$ cat config.mk
export PLATFORM = sky130hd
export DESIGN_NAME = seven_bit_vector_reverse
export DESIGN_NICKNAME = d
export VERILOG_FILES = /design/src/rtl/seven_bit_vector_reverse.sv
export SDC_FILE = /design/constraint.sdc
export NUM_CORES = 1
export LEC_CHECK = 0
export CORE_MARGIN = 2
export CORE_UTILIZATION = 41
export DETAILED_ROUTE_END_ITERATION = 10
export GPL_ROUTABILITY_DRIVEN = 0
export PLACE_DENSITY = 0.77
export SYNTH_ARGS = -nofsm -noshare
export SYNTH_HDL_FRONTEND = slang
export SYNTH_SLANG_ARGS = --single-unit
$ cat constraint.sdc
create_clock -name clk -period 1.4 [get_ports clk]
set_input_delay 0.35 -clock clk [delete_from_list [all_inputs] [get_ports clk]]
set_output_delay 0.35 -clock clk [all_outputs]
set_load 0.01 [all_outputs]
$ cat src/rtl/seven_bit_vector_reverse.sv
// seven_bit_vector_reverse: registered bit-order reverser, one-stage ready/valid.
//   in_vector/in_valid/in_ready : upstream word + handshake (mode sampled with it)
//   out_vector/out_valid/out_ready : reordered word + handshake
//   out_palin : captured word equals its own full bit reversal
module seven_bit_vector_reverse #(
  parameter int unsigned WIDTH = 8
) (
  input  logic             clk,
  input  logic             rst_n,
  input  logic [WIDTH-1:0] in_vector,
  input  logic             in_valid,
  output logic             in_ready,
  input  logic [1:0]       mode,
  output logic [WIDTH-1:0] out_vector,
  output logic             out_valid,
  input  logic             out_ready,
  output logic             out_palin
);

  localparam int unsigned H = WIDTH / 2;

  typedef enum logic {
    S_EMPTY = 1'b0,
    S_FULL  = 1'b1
  } state_e;

  typedef enum logic [1:0] {
    M_REVERSE  = 2'b00,
    M_PASS     = 2'b01,
    M_HALFSWAP = 2'b10,
    M_HALFREV  = 2'b11
  } mode_e;

  state_e           state_q, state_d;
  logic [WIDTH-1:0] vec_q, vec_d;
  logic             palin_q, palin_d;

  logic [WIDTH-1:0] full_rev;
  logic [WIDTH-1:0] half_rev;
  logic [WIDTH-1:0] xformed;
  logic             accept;

  always_comb begin
    full_rev = '0;
    half_rev = '0;
    for (int unsigned i = 0; i < WIDTH; i++) begin
      full_rev[i] = in_vector[WIDTH-1-i];
    end
    for (int unsigned i = 0; i < H; i++) begin
      half_rev[i]     = in_vector[H-1-i];
      half_rev[H + i] = in_vector[WIDTH-1-i];
    end
  end

  always_comb begin
    xformed = in_vector;
    case (mode_e'(mode))
      M_REVERSE:  xformed = full_rev;
      M_PASS:     xformed = in_vector;
      M_HALFSWAP: xformed = {in_vector[H-1:0], in_vector[WIDTH-1:H]};
      M_HALFREV:  xformed = half_rev;
      default:    xformed = in_vector;
    endcase
  end

  assign in_ready = (state_q == S_EMPTY) || out_ready;
  assign accept   = in_valid && in_ready;

  // Data and flag only load on accept, so they hold across drain and stall.
  always_comb begin
    state_d = state_q;
    vec_d   = vec_q;
    palin_d = palin_q;
    if (accept) begin
      state_d = S_FULL;
      vec_d   = xformed;
      palin_d = (in_vector == full_rev);
    end else if (out_ready) begin
      state_d = S_EMPTY;
    end
  end

  always_ff @(posedge clk or negedge rst_n) begin
    if (!rst_n) begin
      state_q <= S_EMPTY;
      vec_q   <= '0;
      palin_q <= 1'b0;
    end else begin
      state_q <= state_d;
      vec_q   <= vec_d;
      palin_q <= palin_d;
    end
  end

  assign out_valid  = (state_q == S_FULL);
  assign out_vector = vec_q;
  assign out_palin  = palin_q;

endmodule

[Word-level counts from Yosys, hierarchy flattened]
Cells that the tools add are included.
Cells by class
  bitwise logic cells: 1
  reductions and logical operators: 4
  equal/unequal tests: 4
  mux-type cells: 3
Operators by type and width (number)
  $pmux 8 s4: 1
  $eq 8x8->1: 1
  $eq 2x2->1 const B: 2
  $eq 2x1->1 const B: 1
  $logic_not 2->1: 1
  $mux 1: 2
  $reduce_bool 2->1: 1
  $logic_and 1x1->1: 1
  $logic_or 1x1->1: 1
  $not 1->1: 1
Storage, ports and cells
  register bits: 10
  input port bits: 14

[Depth between registers and ports, before layout]
  depth in word-level cells: 4
  depth in mapped cells: 3
  depth with buffers taken out: 3

[Worst setup path after synthesis]
OpenSTA, ideal clock, no wires.
  kind: input-to-reg
  from: input port mode[0]
  to: register vec_q[2] (netlist: out_vector[2])
  setup slack: 62 ps
  path buffers: 1
  stages: 3
  arrival: 1213 ps
  setup time: 125 ps
  path through: buf_6 mux4_2 mux2_2
On the way
  cells in the longest elaborated chain, start to end: 2
  elaborated cells between the ends (all ways): 5
  classes of those cells: eq/ne: 3; mux: 1; reduce/logical: 1
RTL lines
  start: declaration: line 13  | input logic [1:0] mode,
  $eq 2x2->1, or another cell as far along: line 57  | case (mode_e'(mode))
  $pmux 8 s4 (*): line 57
  end signal: assignment: line 90  | vec_q <= vec_d;
  end: declaration: line 35  | logic [WIDTH-1:0] vec_q, vec_d;
Mark *: on every way between the ends. The rest lies on a longest branch, timed or not.
A chain may end at the register's enable or synchronous reset.

[Final worst setup path]
  from: input port out_ready
  to: output port in_ready
On the way
  cells in the longest elaborated chain, start to end: 1
RTL lines
  start: declaration: line 16  | input logic out_ready,
  $logic_or 1x1->1: line 66  | assign in_ready = (state_q == S_EMPTY) || out_ready;
  end: declaration: line 12  | output logic in_ready,
No other way between the ends.

==> flow_summary.json <==
{
  "nets": 93,
  "syn_to_final_growth_pct": 63.2,
  "drt-vias-per-instance": 5.23,
  "ff2ff_path_depth": 5,
  "status": "completed",
  "tns_ns": 0,
  "final_antenna_net_count": 0,
  "clockRootBuffer": "clkbuf_4",
  "dp_hpwl_um": 1020,
  "path_clk_slew_ns": 0.06,
  "yosys_warnings": 0,
  "syn-cell-area_um2": 612,
  "io_pins": 25,
  "die_w_um": 42.6,
  "clock_path_buffers": 2,
  "drv_cap": 0,
  "setup_viol": 0,
  "wl_per_cell_um": 13.2,
  "cts_buffers": 3,
  "finalWirelength_um": 1220,
  "synth_top_family_by_area": "multiplexers",
  "fmax_ghz": 0.717,
  "finalCritPeriodShare_pct": 99.6,
  "rsz0062_at_grt": "yes",
  "r2r_start": "out_valid$_DFFE_PN0P_",
  "vias": 481,
  "initial_core_util_pct": 45.3,
  "yosys.area_share.simple_pct": 3.68,
  "die_h_um": 42.6,
  "fillers": 118,
  "grt_antenna_before_repair": 0,
  "die-area_um2": 1820,
  "leakage_nw": 0.464,
  "grt_max_degree": 11,
  "synthesis.instances": 37,
  "drc": 0,
  "slew_headroom_pct": 71.0,
  "crit_path_end_kind": "output port",
  "crit_required_ns": 1.05,
  "slew_violations": 0,
  "postLayoutCoreUtil_pct": 74.0,
  "synth_xor_area_share_pct": 5.73,
  "grt_pass1_vias": 491,
  "synthAdderAreaFrac_pct": 0,
  "htreeDepth": 1,
  "synth.distinct_cells": 8,
  "layout_commonest_cell": "dlygate4sd2_1",
  "cts_tree": "done",
  "antenna_cells": 0,
  "core_area_um2": 1350,
  "drt_iter0_markers": 3,
  "grt.total_usage_pct": 15.5,
  "clk_latency_ns": 0.25,
  "holdCritPathClass": "in2async",
  "seq_area_frac_synth_pct": 40.9,
  "worstPathArrival_ns": 1.04,
  "grt_pass1_wl_um": 2100,
  "ir_worst_vdd_uv": 437,
  "pre_cts_ws_ns": -0.484,
  "numPortBuffers": 24,
  "setup.worst_path.start_class": "input pin",
  "drtPass1Iterations": 3,
  "worst_slack_ns": 0.00534,
  "finalPower_mw": 0.861,
  "power_density_nw_per_um2": 863,
  "finalHoldViolations": 0,
  "min_period_ns": 1.39,
  "fin_worst_skew_ns": 0.00543,
  "drive_above_1_share_pct": 50.6,
  "rows": 13,
  "synth-compound-area-share_pct": 0,
  "crit_fanout": 2,
  "cp-startpoint": "out_ready",
  "post_cts_buffers": 0,
  "layout_common_cells": "dlygate4sd2_1, buf_4, dfrtp_1",
  "synth_area_per_cell_um2": 16.5,
  "synth.net_count": 51,
  "setup.reg_to_reg.worst_slack_ns": 0.20,
  "critPathKind": "in2out",
  "clock_sinks": 10,
  "synthMuxAreaShare_pct": 46.0,
  "synth_seq_cells": 10,
  "tightest_slew_ns": 0.434,
  "overflow": 0
}
[layout make-up]
cell class | instances | area [um2] | share of cell area, %
Multi-Input combinational cell | 25 | 368 | 36.8
Timing Repair Buffer | 39 | 339 | 34.0
Sequential cell | 10 | 250 | 25.1
Clock buffer | 3 | 22.5 | 2.26
Tap cell | 15 | 18.8 | 1.88
[through the flow]
step | cell area (um2) | std cells | hold WS [ns]
2_1_floorplan | 612 | 37 | 0.0544
3_3_place_gp | 961 | 89 | 0.490
3_5_place_dp | 961 | 89 | 0.495
4_1_cts | 990 | 92 | 0.413
5_1_grt | 998 | 92 | 0.411
6_report | 998 | 92 | 0.400
[worst max-delay path, stage by stage]
cell             delay (ns)
clkdlybuf4s50_1        0.46
nand2b_4               0.12
buf_2                  0.12
[final timing paths]
kind | to
max | in_ready
max in group asynchronous | out_vector[5]$_DFFE_PN0P_
min in group clk | out_vector[1]$_DFFE_PN0P_
max reg2reg | out_vector[6]$_DFFE_PN0P_
min | out_valid$_DFFE_PN0P_
min reg2reg | out_vector[1]$_DFFE_PN0P_
[repair_timing]
action                     CTS  global route
hold endpoints to repair     0             0
resized for setup           32             3
setup endpoints to repair   20             8
hold buffers                 0             0
[routing by layer]
layer	vias up	GRT usage, %	share of wire, %
met2	15	27.6	55
met3	0	0.431	4.1
met1	239	18.1	41
li1	227	-	-
met5	-	0	0
met4	0	9.38	0
[sequential cells by signal, summed over array words and instances, names as in the netlist]
| name | cells |
|---|---|
| out_palin | 1 |
| out_vector | 8 |
| out_valid | 1 |
[power by group]
| part | switching, mW | total, mW | internal, mW |
|---|---|---|---|
| Clock | 0.0850 | 0.184 | 0.0986 |
| Combinational | 0.120 | 0.315 | 0.194 |
| Sequential | 0.0243 | 0.363 | 0.339 |
[synthesized netlist by cell type]
cell type	count	area, um2
buf_6	2	22.5
dfrtp_1	10	250
mux2_2	9	101
mux4_2	8	180
nand2_1	1	3.75
nand2b_1	2	12.5
nor4_1	1	6.26
xor2_1	4	35.0
[cells by family after synthesis]
family,after synthesis
buffers and inverters,2
and+or+nand+nor,4
muxes,17
DFF,10
xor gates and xnor gates,4
Power figures use the tool's default switching activity.
